File: config.mk
export PLATFORM = sky130hd
export DESIGN_NAME = muldiv_unit
export DESIGN_NICKNAME = d
export VERILOG_FILES = /design/src/rtl/muldiv_unit.sv
export SDC_FILE = /design/constraint.sdc
export NUM_CORES = 1
export LEC_CHECK = 0
export BUFFER_PORTS_ARGS = -buffer_cell sky130_fd_sc_hd__buf_2
export CAP_MARGIN = 20
export CORE_UTILIZATION = 50
export CTS_BUF_LIST = sky130_fd_sc_hd__clkbuf_4
export DETAILED_ROUTE_END_ITERATION = 7
export GPL_ROUTABILITY_DRIVEN = 0
export HOLD_SLACK_MARGIN = 0.15
export PLACE_DENSITY_LB_ADDON = 0.05
export SYNTH_ARGS = -nofsm -noshare
export SYNTH_HDL_FRONTEND = slang
export SYNTH_SLANG_ARGS = --single-unit
File: constraint.sdc
create_clock -name clk -period 5 [get_ports clk]
set_input_delay 0.25 -clock clk [delete_from_list [all_inputs] [get_ports clk]]
set_output_delay 0.25 -clock clk [all_outputs]
set_load 0.1 [all_outputs]
File: src/rtl/muldiv_unit.sv
// rtl/muldiv_unit.sv - iterative 16-bit shift-add multiplier / restoring divider
// One multiply or division step per clock; results are registered on entry to DONE.
module muldiv_unit #(
  parameter int WIDTH = 16,
  parameter int CNT_W = 5
) (
  input  logic             clk,
  input  logic             rst,
  input  logic             start,
  input  logic [1:0]       op,
  input  logic [WIDTH-1:0] a,
  input  logic [WIDTH-1:0] b,
  input  logic [3:0]       dest,
  output logic             busy,
  output logic             done,
  output logic [WIDTH-1:0] result,
  output logic [WIDTH-1:0] result_hi,
  output logic [3:0]       wdest,
  output logic             dz
);

  typedef enum logic [1:0] {S_IDLE, S_RUN, S_DONE} state_t;

  localparam logic [1:0] OP_UDIV = 2'b01;
  localparam logic [1:0] OP_UREM = 2'b10;

  state_t           state_q, state_d;
  logic [CNT_W-1:0] cnt_q, cnt_d;
  logic [1:0]       op_q, op_d;
  logic [3:0]       dest_q, dest_d;
  logic [WIDTH-1:0] opnd_q, opnd_d;
  logic [WIDTH-1:0] hi_q, hi_d;
  logic [WIDTH-1:0] lo_q, lo_d;
  logic [WIDTH-1:0] res_q, res_d;
  logic [WIDTH-1:0] res_hi_q, res_hi_d;
  logic [3:0]       wdest_q, wdest_d;
  logic             dz_q, dz_d;

  logic             run_div;
  logic             start_div;
  logic [WIDTH:0]   mul_sum;
  logic [WIDTH:0]   div_shift;
  logic             div_ge;
  logic [WIDTH-1:0] step_hi;
  logic [WIDTH-1:0] step_lo;

  assign run_div   = (op_q == OP_UDIV) || (op_q == OP_UREM);
  assign start_div = (op == OP_UDIV) || (op == OP_UREM);

  // hi holds the product upper half (MUL) or the partial remainder (DIV);
  // lo holds the multiplier (MUL) or the dividend shifting into the quotient (DIV).
  always_comb begin
    mul_sum   = {1'b0, hi_q} + (lo_q[0] ? {1'b0, opnd_q} : '0);
    div_shift = {hi_q, lo_q[WIDTH-1]};
    div_ge    = (div_shift >= {1'b0, opnd_q});
    if (run_div) begin
      step_hi = div_ge ? WIDTH'(div_shift - {1'b0, opnd_q}) : div_shift[WIDTH-1:0];
      step_lo = {lo_q[WIDTH-2:0], div_ge};
    end else begin
      step_hi = mul_sum[WIDTH:1];
      step_lo = {mul_sum[0], lo_q[WIDTH-1:1]};
    end
  end

  always_comb begin
    state_d  = state_q;
    cnt_d    = cnt_q;
    op_d     = op_q;
    dest_d   = dest_q;
    opnd_d   = opnd_q;
    hi_d     = hi_q;
    lo_d     = lo_q;
    res_d    = res_q;
    res_hi_d = res_hi_q;
    wdest_d  = wdest_q;
    dz_d     = dz_q;
    case (state_q)
      S_RUN: begin
        cnt_d = cnt_q - CNT_W'(1);
        hi_d  = step_hi;
        lo_d  = step_lo;
        if (cnt_q == CNT_W'(1)) begin
          state_d  = S_DONE;
          wdest_d  = dest_q;
          res_hi_d = step_hi;
          res_d    = (op_q == OP_UREM) ? step_hi : step_lo;
        end
      end
      default: begin
        state_d = S_IDLE;
        if (start) begin
          op_d   = op;
          dest_d = dest;
          dz_d   = 1'b0;
          cnt_d  = CNT_W'(WIDTH);
          hi_d   = '0;
          opnd_d = start_div ? b : a;
          lo_d   = start_div ? a : b;
          if (start_div && (b == '0)) begin
            state_d  = S_DONE;
            dz_d     = 1'b1;
            wdest_d  = dest;
            res_hi_d = a;
            res_d    = (op == OP_UREM) ? a : '1;
          end else begin
            state_d = S_RUN;
          end
        end
      end
    endcase
  end

  always_ff @(posedge clk) begin
    if (rst) begin
      state_q  <= S_IDLE;
      cnt_q    <= '0;
      op_q     <= '0;
      dest_q   <= '0;
      opnd_q   <= '0;
      hi_q     <= '0;
      lo_q     <= '0;
      res_q    <= '0;
      res_hi_q <= '0;
      wdest_q  <= '0;
      dz_q     <= 1'b0;
    end else begin
      state_q  <= state_d;
      cnt_q    <= cnt_d;
      op_q     <= op_d;
      dest_q   <= dest_d;
      opnd_q   <= opnd_d;
      hi_q     <= hi_d;
      lo_q     <= lo_d;
      res_q    <= res_d;
      res_hi_q <= res_hi_d;
      wdest_q  <= wdest_d;
      dz_q     <= dz_d;
    end
  end

  assign busy      = (state_q == S_RUN);
  assign done      = (state_q == S_DONE);
  assign result    = res_q;
  assign result_hi = res_hi_q;
  assign wdest     = wdest_q;
  assign dz        = dz_q;

endmodule

==> impl_metrics.prom, run 1 <==
# TYPE chip_impl_metric gauge
chip_impl_metric{name="maximum_number_of_pins_on_one_net_before_global_route_repair",unit=""} 67
chip_impl_metric{name="total_power",unit="W"} 0.00238
chip_impl_metric{name="final_layout_size_suffix_gt1_frac",unit=""} 0.130
chip_impl_info{name="rsz_0062_raised_after_global_routing",value="false"} 1
chip_impl_metric{name="power_per_cell_area",unit="nW/um^2"} 304
chip_impl_metric{name="synth-compound-area-share",unit=""} 0.285
chip_impl_metric{name="postSynthAreaPerCell",unit="um^2"} 7.64
chip_impl_metric{name="numCtsBuffers",unit=""} 9
chip_impl_metric{name="ant_nets",unit=""} 0
chip_impl_info{name="worst_setup_start_kind",value="primary input"} 1
chip_impl_metric{name="clock-sinks",unit=""} 98
chip_impl_metric{name="path_clk_slew",unit="ps"} 150
chip_impl_metric{name="globalRoute.totalOverflow",unit=""} 0
chip_impl_info{name="synth_top_family_by_area",value="compound AO/OA/AOI/OAI gates"} 1
chip_impl_metric{name="avgRoutedWirePerCell",unit="um"} 20.6
chip_impl_metric{name="critPathMaxFanout",unit=""} 33
chip_impl_metric{name="dieHeight",unit="um"} 120
chip_impl_metric{name="yosys.area_share.adder",unit=""} 0.0704
chip_impl_metric{name="cp.arrival",unit="ps"} 3880
chip_impl_metric{name="layout_worst_path_cycle_share",unit=""} 0.697
chip_impl_metric{name="hpwl",unit="mm"} 17.4
chip_impl_metric{name="std_cell_rows",unit=""} 42
chip_impl_info{name="path_class",value="in -> reg"} 1
chip_impl_metric{name="port_buffers",unit=""} 79
chip_impl_info{name="layout.cells.most_common_list",value="sky130_fd_sc_hd__nor2_1 (105), sky130_fd_sc_hd__dfxtp_1 (98), sky130_fd_sc_hd__a21oi_1 (85)"} 1
chip_impl_metric{name="static-leakage-power",unit="nW"} 3.35
chip_impl_metric{name="overall_routed_net_length",unit="mm"} 23.7
chip_impl_metric{name="number_of_storage_elements_in_the_synthesis_netlist",unit=""} 98
chip_impl_info{name="outcome",value="complete, no violations"} 1
chip_impl_metric{name="post_synth_edffs",unit=""} 0
chip_impl_metric{name="post_cts.repair.setup_buffers",unit=""} 0
chip_impl_metric{name="slew_violations",unit=""} 0
chip_impl_metric{name="num_vias",unit=""} 7331
chip_impl_metric{name="firstDrtPassIters",unit=""} 6
chip_impl_metric{name="netlist_area_before_placement",unit="um^2"} 6970
chip_impl_metric{name="finalInstanceArea",unit="um^2"} 7840
chip_impl_metric{name="worstSkewPairLatency",unit="ps"} 470
chip_impl_info{name="critPathCaptureType",value="flop"} 1
chip_impl_info{name="hp-class",value="in -> reg"} 1
chip_impl_metric{name="global_route.usage.total",unit=""} 0.340
chip_impl_info{name="holdCritStartpoint",value="b[8]"} 1
chip_impl_metric{name="fp.coreArea",unit="um^2"} 13400
chip_impl_metric{name="fin_crit",unit="ps"} 3490
chip_impl_metric{name="fmaxAchievable",unit="GHz"} 0.287
chip_impl_metric{name="yosysSeqAreaShare",unit=""} 0.282
chip_impl_metric{name="area_growth_syn_to_layout",unit="%"} 12.4
chip_impl_metric{name="h-tree-depth",unit=""} 3
chip_impl_metric{name="synth_simple_gate_area_share",unit=""} 0.181
chip_impl_metric{name="tightest_slew",unit="ps"} 997
chip_impl_info{name="cts_tree",value="done"} 1
chip_impl_info{name="layout_commonest_cell",value="sky130_fd_sc_hd__nor2_1"} 1
chip_impl_metric{name="nets",unit=""} 1052
chip_impl_metric{name="synth_warnings",unit=""} 0
chip_impl_info{name="critPathLaunch",value="op[0]"} 1
chip_impl_metric{name="share_of_the_synthesized_netlist_area_taken_by_xor_and_xnor_gates",unit=""} 0.0264
chip_impl_info{name="r2r-start",value="opnd_q[8]"} 1
chip_impl_metric{name="synthesis.nets",unit=""} 991
chip_impl_metric{name="ioPinCount",unit=""} 80
chip_impl_metric{name="max-vdd-ir-drop",unit="uV"} 183
chip_impl_metric{name="crit_required",unit="ps"} 5400
chip_impl_metric{name="finalHoldViolations",unit=""} 0
chip_impl_metric{name="cts_buffer_depth",unit=""} 2
chip_impl_metric{name="antenna_found_initial",unit=""} 1
chip_impl_metric{name="timing.slew.headroom",unit=""} 0.335
chip_impl_info{name="post_synth_top_flop",value="sky130_fd_sc_hd__dfxtp_1"} 1
chip_impl_metric{name="synthMuxAreaShare",unit=""} 0.101
chip_impl_metric{name="detail_route.iter0.violations",unit=""} 679
chip_impl_metric{name="synth_cells",unit=""} 912
chip_impl_metric{name="detailed_place.area",unit="um^2"} 7410
chip_impl_info{name="root_buffer_master",value="sky130_fd_sc_hd__clkbuf_4"} 1
chip_impl_metric{name="cts_hold_buf",unit=""} 25
chip_impl_metric{name="synth_async_sr_flop_share",unit=""} 0
chip_impl_metric{name="drv.max_cap_violation_count",unit=""} 0
chip_impl_metric{name="first_global_vias",unit=""} 7003
chip_impl_metric{name="floorplan.die.width",unit="um"} 120
chip_impl_metric{name="tns",unit="ps"} 0
chip_impl_metric{name="starting_utilization_of_the_core_area",unit=""} 0.520
chip_impl_metric{name="count_of_final_setup_violators",unit=""} 0
chip_impl_metric{name="netlist-cell-type-count",unit=""} 64
chip_impl_metric{name="routed_via_density",unit=""} 6.35
chip_impl_metric{name="worst_clock_skew",unit="ps"} 15.2
chip_impl_metric{name="drcViolationCount",unit=""} 0
chip_impl_metric{name="grt_pass1_wl",unit="mm"} 38.1
chip_impl_metric{name="postCtsResizedCells",unit=""} 0
chip_impl_metric{name="die-area",unit="um^2"} 14400
-- per-layer routing --
layer / up-vias / GRT usage / routed length, um
met5: - / 0 / 0
met3: 65 / 0.0471 / 1820
met2: 355 / 0.524 / 10700
li1: 3456 / - / -
met4: 0 / 0.151 / 944
met1: 3455 / 0.471 / 10300
-- synthesized netlist by cell type, drive strengths merged (12+ instances only) --
| cell | n | area (um^2) |
|---|---|---|
| a211oi | 50 | 380 |
| a21o | 13 | 97.6 |
| a21oi | 85 | 425 |
| a31oi | 12 | 75.1 |
| and2 | 18 | 113 |
| clkbuf | 52 | 195 |
| dfxtp | 98 | 1960 |
| ha | 36 | 450 |
| inv | 36 | 135 |
| mux2 | 13 | 150 |
| mux2i | 53 | 531 |
| nand2 | 83 | 312 |
| nand3 | 13 | 65.1 |
| nor2 | 106 | 398 |
| nor3 | 15 | 75.1 |
| o21ai | 76 | 384 |
| xnor2 | 15 | 131 |
-- kinds of logic after synthesis --
| logic type | count (synthesis) |
|---|---|
| AO/OA/AOI/OAI | 311 |
| adder cells (fa/ha/maj) | 38 |
| flip-flops | 98 |
| XOR/XNOR | 21 |
| buffers and inverters | 99 |
| multiplexers | 67 |
| AND/OR/NAND/NOR | 278 |
-- layout make-up --
cell class	count	area, um^2
Multi-Input combinational cell	715	4630
Timing Repair Buffer	113	713
Clock buffer	9	67.6
Sequential cell	98	1960
Tap cell	176	220
Clock inverter	6	106
Antenna cell	1	2.50
Fill cell	1268	5570
Inverter	36	135
-- metrics by stage --
stage	hold slack (ps)	cells	utilization	worst slack, ps
after floorplan	386	912	-	2080
after global placement	444	1112	0.552	1670
after detailed placement	448	1113	0.553	1610
after CTS	160	1153	0.585	1570
after global routing	154	1154	0.585	1350
final	171	1154	0.585	1510
-- where the power goes --
part	leakage, nW	internal, W	switching, W	total, W
Combinational	2.46	0.000297	0.000652	0.000949
Clock	0.0894	0.000248	0.000274	0.000522
Sequential	0.803	0.000847	0.0000638	0.000911
-- worst max-delay path, cell delays in order --
cell and delay (ps):
sky130_fd_sc_hd__dlygate4sd3_1 530, sky130_fd_sc_hd__buf_2 120, sky130_fd_sc_hd__inv_1 50, sky130_fd_sc_hd__ha_2 590, sky130_fd_sc_hd__or3_1 510, sky130_fd_sc_hd__o31ai_1 280, sky130_fd_sc_hd__and3_1 680, sky130_fd_sc_hd__buf_4 390
sky130_fd_sc_hd__nand2_1 190, sky130_fd_sc_hd__o221ai_1 260
-- path summary, 6_finish.rpt --
check,endpoint,cells past startpoint,slack (ps)
worst min register to register,result_hi[2],2,460
worst min-delay path,opnd_q[8],3,170
worst max-delay path,result_hi[9],10,1510
worst max register to register,hi_q[6],10,1630
-- registers in the layout (all words and copies together) (netlist names), 4 cells and up --
signal and flops:
hi_q 16, lo_q 16, opnd_q 16, result 16, result_hi 16, cnt_q 5, dest_q 4, wdest 4
Note: power is estimated with default switching activity, not from simulation.
==> inputs of run 2 (changes only) <==
==> constraint.sdc (replaced) <==
create_clock -name clk -period 3.6 [get_ports clk]
set_input_delay 0.18 -clock clk [delete_from_list [all_inputs] [get_ports clk]]
set_output_delay 0.18 -clock clk [all_outputs]
set_load 0.1 [all_outputs]
==> impl_metrics.prom, run 2 (synthesis gave the netlist of run 1 again) <==
# TYPE chip_impl_metric gauge
chip_impl_info{name="outcome",value="complete, no violations"} 1
chip_impl_metric{name="crit_required",unit="ps"} 3990
chip_impl_metric{name="finalHoldViolations",unit=""} 0
chip_impl_metric{name="seq_area",unit="um^2"} 1960
chip_impl_metric{name="final_layout_size_suffix_gt1_frac",unit=""} 0.142
chip_impl_metric{name="cp.arrival",unit="ps"} 3650
chip_impl_metric{name="drcViolationCount",unit=""} 0
chip_impl_metric{name="h-tree-depth",unit=""} 3
chip_impl_info{name="layout_commonest_cell",value="sky130_fd_sc_hd__nor2_1"} 1
chip_impl_metric{name="place_worst_setup_slack",unit="ps"} 459
chip_impl_info{name="critical_path.cell_chain",value="buf_4, and2_1, fa_1, a211oi_1, o21ai_0, a211oi_1, o31ai_1, a21oi_1, xor2_1, mux2i_1, o21a_1"} 1
chip_impl_metric{name="intPower",unit="W"} 0.00176
chip_impl_info{name="root_buffer_master",value="sky130_fd_sc_hd__clkbuf_4"} 1
chip_impl_metric{name="slowest_delay",unit="ps"} 450
chip_impl_metric{name="power_per_cell_area",unit="nW/um^2"} 399
chip_impl_metric{name="drv.max_cap_violation_count",unit=""} 0
chip_impl_metric{name="slew_violations",unit=""} 0
chip_impl_metric{name="area_growth_syn_to_layout",unit="%"} 14.2
chip_impl_metric{name="floorplan.die.width",unit="um"} 120
chip_impl_metric{name="cts_buffer_depth",unit=""} 2
chip_impl_metric{name="count_of_final_setup_violators",unit=""} 0
chip_impl_metric{name="critPathMaxFanout",unit=""} 15
chip_impl_metric{name="n_fill_cell",unit=""} 1250
chip_impl_metric{name="clock-sinks",unit=""} 98
chip_impl_info{name="layout.cells.most_common_list",value="sky130_fd_sc_hd__nor2_1 (105), sky130_fd_sc_hd__dfxtp_1 (98), sky130_fd_sc_hd__a21oi_1 (85)"} 1
chip_impl_metric{name="max-vdd-ir-drop",unit="uV"} 308
chip_impl_metric{name="std_cell_rows",unit=""} 42
chip_impl_metric{name="die-area",unit="um^2"} 14400
chip_impl_metric{name="post_cts.repair.setup_buffers",unit=""} 0
chip_impl_info{name="path_class",value="reg -> reg"} 1
chip_impl_metric{name="multi_input_area",unit="um^2"} 4630
chip_impl_metric{name="detail_route.iter0.violations",unit=""} 777
chip_impl_metric{name="grt_pass1_wl",unit="mm"} 38.3
chip_impl_metric{name="globalRoute.totalOverflow",unit=""} 0
chip_impl_metric{name="routed_via_density",unit=""} 6.38
chip_impl_metric{name="ant_nets",unit=""} 0
chip_impl_metric{name="dieHeight",unit="um"} 120
chip_impl_metric{name="layout_worst_path_cycle_share",unit=""} 0.906
chip_impl_metric{name="starting_utilization_of_the_core_area",unit=""} 0.520
chip_impl_metric{name="fp.coreArea",unit="um^2"} 13400
chip_impl_metric{name="path_clk_slew",unit="ps"} 160
chip_impl_metric{name="overall_routed_net_length",unit="mm"} 24.6
chip_impl_metric{name="num_vias",unit=""} 7504
chip_impl_metric{name="switching_power",unit="W"} 0.00141
chip_impl_info{name="critPathMostFrequentCell",value="sky130_fd_sc_hd__a211oi_1"} 1
chip_impl_metric{name="p_seq_frac",unit=""} 0.396
chip_impl_info{name="library_cell_contributing_the_largest_single_delay_on_the_critical_path",value="sky130_fd_sc_hd__fa_1"} 1
chip_impl_metric{name="port_buffers",unit=""} 79
chip_impl_metric{name="first_global_vias",unit=""} 6974
chip_impl_metric{name="tightest_slew",unit="ps"} 913
chip_impl_metric{name="p_clk_frac",unit=""} 0.176
chip_impl_metric{name="worstSkewPairLatency",unit="ps"} 500
chip_impl_metric{name="timing.slew.headroom",unit=""} 0.391
chip_impl_metric{name="ioPinCount",unit=""} 80
chip_impl_metric{name="fin_crit",unit="ps"} 3260
chip_impl_info{name="critPathCaptureType",value="flop"} 1
chip_impl_metric{name="nets",unit=""} 1073
chip_impl_metric{name="antenna_found_initial",unit=""} 1
chip_impl_metric{name="worst_clock_skew",unit="ps"} 37.9
chip_impl_metric{name="avgRoutedWirePerCell",unit="um"} 20.9
chip_impl_info{name="hp-class",value="in -> reg"} 1
chip_impl_metric{name="tns",unit="ps"} 0
chip_impl_metric{name="fmaxAchievable",unit="GHz"} 0.307
chip_impl_info{name="worst_setup_start_kind",value="flop"} 1
chip_impl_metric{name="power.share.switching",unit=""} 0.445
chip_impl_metric{name="pwr-share-comb",unit=""} 0.428
chip_impl_metric{name="numCtsBuffers",unit=""} 9
chip_impl_metric{name="static-leakage-power",unit="nW"} 3.43
chip_impl_metric{name="maximum_number_of_pins_on_one_net_before_global_route_repair",unit=""} 40
chip_impl_metric{name="global_route.usage.total",unit=""} 0.346
chip_impl_metric{name="hpwl",unit="mm"} 17.8
chip_impl_info{name="cts_tree",value="done"} 1
chip_impl_metric{name="smallest_setup_slack_after_layout",unit="ps"} 339
chip_impl_metric{name="firstDrtPassIters",unit=""} 5
chip_impl_info{name="rsz_0062_raised_after_global_routing",value="false"} 1
## run 2: final timing paths
check / from / end / slack (ps) / cells after the start
worst max-delay path: lo_q[0] / result_hi[11] / 340 / 11
worst min-delay path: b[5] / opnd_q[5] / 200 / 3
worst max register to register: lo_q[0] / result_hi[11] / 340 / 11
worst min register to register: result_hi[2] / result_hi[2] / 470 / 2
## run 2: routing by layer
metal / vias up / track usage / routed length, um
met5: - / 0 / 0
met4: 0 / 0.156 / 914
met3: 77 / 0.0646 / 2090
met2: 397 / 0.527 / 10900
met1: 3536 / 0.471 / 10700
li1: 3494 / - / -
## run 2: stage by stage
step	cells	utilization	instance area, um^2	total power [W]	hold slack, ps
floorplan	912	-	6970	0.00223	316
global placement	1127	0.561	7510	0.00256	432
detailed placement	1127	0.561	7510	0.00257	440
CTS	1175	0.593	7950	0.00314	159
global route	1176	0.594	7960	0.00333	173
finish	1176	0.594	7960	0.00317	204
## run 2: power groups by stage
stage	sequential (W)	combinational (W)	clock (W)
after global placement	0.00127	0.00128	0
final	0.00126	0.00136	0.000558
after CTS	0.00125	0.00133	0.000558
after global routing	0.00127	0.00145	0.000616
after floorplan	0.00150	0.000733	0
after detailed placement	0.00128	0.00129	0
## run 2: what timing repair did
item,CTS,global route
hold endpoints to repair,45,0
resized for setup,0,0
hold buffers,32,0
## run 2: critical path: cells and delay by family (launching register included)
| kind | cells | cell delay (ps) |
|---|---|---|
| compound gates | 6 | 1450 |
| fa+ha+maj | 1 | 450 |
| flops | 1 | 390 |
| xor+xnor | 1 | 340 |
| buf+inv | 1 | 200 |
| simple gates | 1 | 180 |
| mux | 1 | 160 |
## run 2: cell type report
type | instances | share of cell area
tap | 176 | 0.0277
clock buffer | 10 | 0.00944
multi-input combinational | 715 | 0.582
clock inverter | 6 | 0.00550
timing repair buffer | 134 | 0.112
sequential | 98 | 0.247
inverter | 36 | 0.0170
antenna | 1 | 0.000315
==> inputs of run 3 (changes only) <==
--- a/config.mk
+++ b/config.mk
@@ -7,6 +7,7 @@
 export LEC_CHECK = 0
 export BUFFER_PORTS_ARGS = -buffer_cell sky130_fd_sc_hd__buf_2
 export CAP_MARGIN = 20
+export CORE_ASPECT_RATIO = 2
 export CORE_UTILIZATION = 50
 export CTS_BUF_LIST = sky130_fd_sc_hd__clkbuf_4
 export DETAILED_ROUTE_END_ITERATION = 7
==> constraint.sdc (replaced) <==
create_clock -name clk -period 3.1 [get_ports clk]
set_input_delay 0.155 -clock clk [delete_from_list [all_inputs] [get_ports clk]]
set_output_delay 0.155 -clock clk [all_outputs]
set_load 0.1 [all_outputs]
==> impl_metrics.prom, run 3 (synthesis gave the netlist of run 1 again) <==
# TYPE chip_impl_metric gauge
chip_impl_metric{name="first_global_vias",unit=""} 7451
chip_impl_info{name="critPathCaptureType",value="flop"} 1
chip_impl_metric{name="finalInstanceArea",unit="um^2"} 8320
chip_impl_metric{name="crit_required",unit="ps"} 3480
chip_impl_metric{name="final_layout_size_suffix_gt1_frac",unit=""} 0.175
chip_impl_metric{name="count_of_final_setup_violators",unit=""} 0
chip_impl_metric{name="detailed_place.area",unit="um^2"} 7690
chip_impl_metric{name="std_cell_rows",unit=""} 60
chip_impl_metric{name="starting_utilization_of_the_core_area",unit=""} 0.516
chip_impl_metric{name="drv.max_cap_violation_count",unit=""} 0
chip_impl_metric{name="h-tree-depth",unit=""} 3
chip_impl_metric{name="finalHoldViolations",unit=""} 0
chip_impl_metric{name="global_route.usage.met3",unit=""} 0.0458
chip_impl_metric{name="tightest_slew",unit="ps"} 819
chip_impl_metric{name="fin_crit",unit="ps"} 3040
chip_impl_info{name="r2r-start",value="opnd_q[0]"} 1
chip_impl_metric{name="met2_usage",unit=""} 0.621
chip_impl_metric{name="multi_input_area",unit="um^2"} 4690
chip_impl_info{name="hp-class",value="in -> reg"} 1
chip_impl_metric{name="static-leakage-power",unit="nW"} 3.62
chip_impl_metric{name="area_growth_syn_to_layout",unit="%"} 19.4
chip_impl_metric{name="fp.coreArea",unit="um^2"} 13500
chip_impl_info{name="path_class",value="reg -> reg"} 1
chip_impl_metric{name="fmaxAchievable",unit="GHz"} 0.329
chip_impl_metric{name="r2r_setup_slack",unit="ps"} 60
chip_impl_info{name="holdCritStartpoint",value="b[2]"} 1
chip_impl_metric{name="power_per_cell_area",unit="nW/um^2"} 470
chip_impl_metric{name="total_power",unit="W"} 0.00391
chip_impl_info{name="layout_commonest_cell",value="sky130_fd_sc_hd__nor2_1"} 1
chip_impl_metric{name="global_route.usage.total",unit=""} 0.358
chip_impl_metric{name="grt_util_met1",unit=""} 0.392
chip_impl_metric{name="globalRoute.totalOverflow",unit=""} 0
chip_impl_metric{name="die-area",unit="um^2"} 14400
chip_impl_info{name="root_buffer_master",value="sky130_fd_sc_hd__clkbuf_4"} 1
chip_impl_metric{name="clock-sinks",unit=""} 98
chip_impl_info{name="globalRoute.busiestLayer",value="met2"} 1
chip_impl_metric{name="finalHoldWorstSlack",unit="ps"} 169
chip_impl_metric{name="firstDrtPassIters",unit=""} 6
chip_impl_metric{name="drcViolationCount",unit=""} 0
chip_impl_metric{name="detail_route.iter0.violations",unit=""} 552
chip_impl_metric{name="timing.hold.worst_path_depth",unit=""} 3
chip_impl_info{name="critPathLaunch",value="opnd_q[0]"} 1
chip_impl_metric{name="slew_violations",unit=""} 0
chip_impl_metric{name="avgRoutedWirePerCell",unit="um"} 21.7
chip_impl_info{name="cts_tree",value="done"} 1
chip_impl_metric{name="dieHeight",unit="um"} 169
chip_impl_metric{name="grt_pass1_wl",unit="mm"} 39.8
chip_impl_metric{name="cp.arrival",unit="ps"} 3430
chip_impl_info{name="worst_setup_start_kind",value="flop"} 1
chip_impl_info{name="whs_endpoint",value="opnd_q[2]"} 1
chip_impl_metric{name="stdcell_count",unit=""} 1184
chip_impl_metric{name="dp.cells",unit=""} 1126
chip_impl_metric{name="n_fill_cell",unit=""} 1258
chip_impl_metric{name="worst-r2r-cell-count",unit=""} 12
chip_impl_metric{name="maximum_number_of_pins_on_one_net_before_global_route_repair",unit=""} 47
chip_impl_metric{name="critPathMaxFanout",unit=""} 3
chip_impl_metric{name="cts_buffer_depth",unit=""} 2
chip_impl_metric{name="ioPinCount",unit=""} 80
chip_impl_metric{name="overall_routed_net_length",unit="mm"} 25.7
chip_impl_metric{name="numCtsBuffers",unit=""} 9
chip_impl_metric{name="num_vias",unit=""} 7622
chip_impl_info{name="outcome",value="complete, no violations"} 1
chip_impl_metric{name="worstSkewPairLatency",unit="ps"} 480
chip_impl_info{name="regToRegEndpoint",value="result_hi[11]"} 1
chip_impl_metric{name="seq_area",unit="um^2"} 1970
chip_impl_metric{name="antenna_found_initial",unit=""} 1
chip_impl_metric{name="hpwl",unit="mm"} 19.0
chip_impl_metric{name="timing.slew.headroom",unit=""} 0.453
chip_impl_metric{name="layout_worst_path_cycle_share",unit=""} 0.982
chip_impl_metric{name="worst_clock_skew",unit="ps"} 25.8
chip_impl_metric{name="max-vdd-ir-drop",unit="uV"} 357
chip_impl_metric{name="routed_via_density",unit=""} 6.44
chip_impl_metric{name="nets",unit=""} 1103
chip_impl_metric{name="port_buffers",unit=""} 79
chip_impl_metric{name="floorplan.die.width",unit="um"} 85.5
chip_impl_metric{name="ant_nets",unit=""} 0
chip_impl_info{name="layout.cells.most_common_list",value="sky130_fd_sc_hd__nor2_1 (105), sky130_fd_sc_hd__dfxtp_1 (95), sky130_fd_sc_hd__a21oi_1 (85)"} 1
chip_impl_metric{name="path_clk_slew",unit="ps"} 170
-- run 3: changes by cell type in the layout (fill, tap and decap cells not counted), sizes merged, moves of 2 or more --
cell and delta:
buf +25, bufinv +2, clkinv -5, dlygate4sd3 +5, inv +2
-- run 3: through the flow --
step	setup WS (ps)	util	setup TNS [ps]
detailed placement	-271	0.569	-1990
global placement	-185	0.569	-1140
CTS	5.23	0.609	0
floorplan	176	-	0
finish	56.5	0.616	0
global route	-9.98	0.616	-22.6
-- run 3: layout make-up --
cell class | instances | share of cell area
multi-input cells | 715 | 0.564
flip-flops and latches | 98 | 0.236
diodes | 1 | 0.000301
inverters | 36 | 0.0162
repair buffers | 164 | 0.142
well taps | 155 | 0.0233
clock buffers | 9 | 0.00812
clock inverters | 6 | 0.0107
-- run 3: report_power, final --
group | internal (W) | total [W] | switching (W)
Combinational | 0.000563 | 0.00166 | 0.00110
Clock | 0.000326 | 0.000793 | 0.000466
Sequential | 0.00137 | 0.00145 | 0.0000878
Total | 0.00226 | 0.00391 | 0.00165
-- run 3: worst max path at each step --
stage	end	depth (start not counted)
6_report	result_hi[11]	12
5_1_grt	result[2]	12
4_1_cts	result[13]	11
3_5_place_dp	result_hi[11]	11
3_3_place_gp	result_hi[11]	11
2_1_floorplan	result[13]	13
-- run 3: what timing repair did --
item / in CTS / in global routing
buffers inserted: 1 / 4
setup endpoints to repair: 15 / 25
endpoints found under the hold margin: 43 / 0
gates resized for setup: 3 / 15
hold buffers: 37 / 0
pin swaps: 1 / 5
-- run 3: routing by layer --
metal  wire length, um  part of all wire
met2             12900              0.50
met3              1590             0.062
met1              9240              0.36
met4              2030             0.079
met5                 0                 0
-- run 3: worst max-delay path, cell delays in order, from the launching register on --
cell and delay [ps]:
sky130_fd_sc_hd__dfxtp_1 360, sky130_fd_sc_hd__and2_1 160, sky130_fd_sc_hd__ha_1 220, sky130_fd_sc_hd__fa_2 380
sky130_fd_sc_hd__a211oi_2 360, sky130_fd_sc_hd__o21ai_2 130, sky130_fd_sc_hd__a211oi_2 230, sky130_fd_sc_hd__buf_4 160
sky130_fd_sc_hd__o31ai_1 70, sky130_fd_sc_hd__a21oi_1 190, sky130_fd_sc_hd__xor2_1 350, sky130_fd_sc_hd__mux2i_1 150
sky130_fd_sc_hd__o21a_1 200
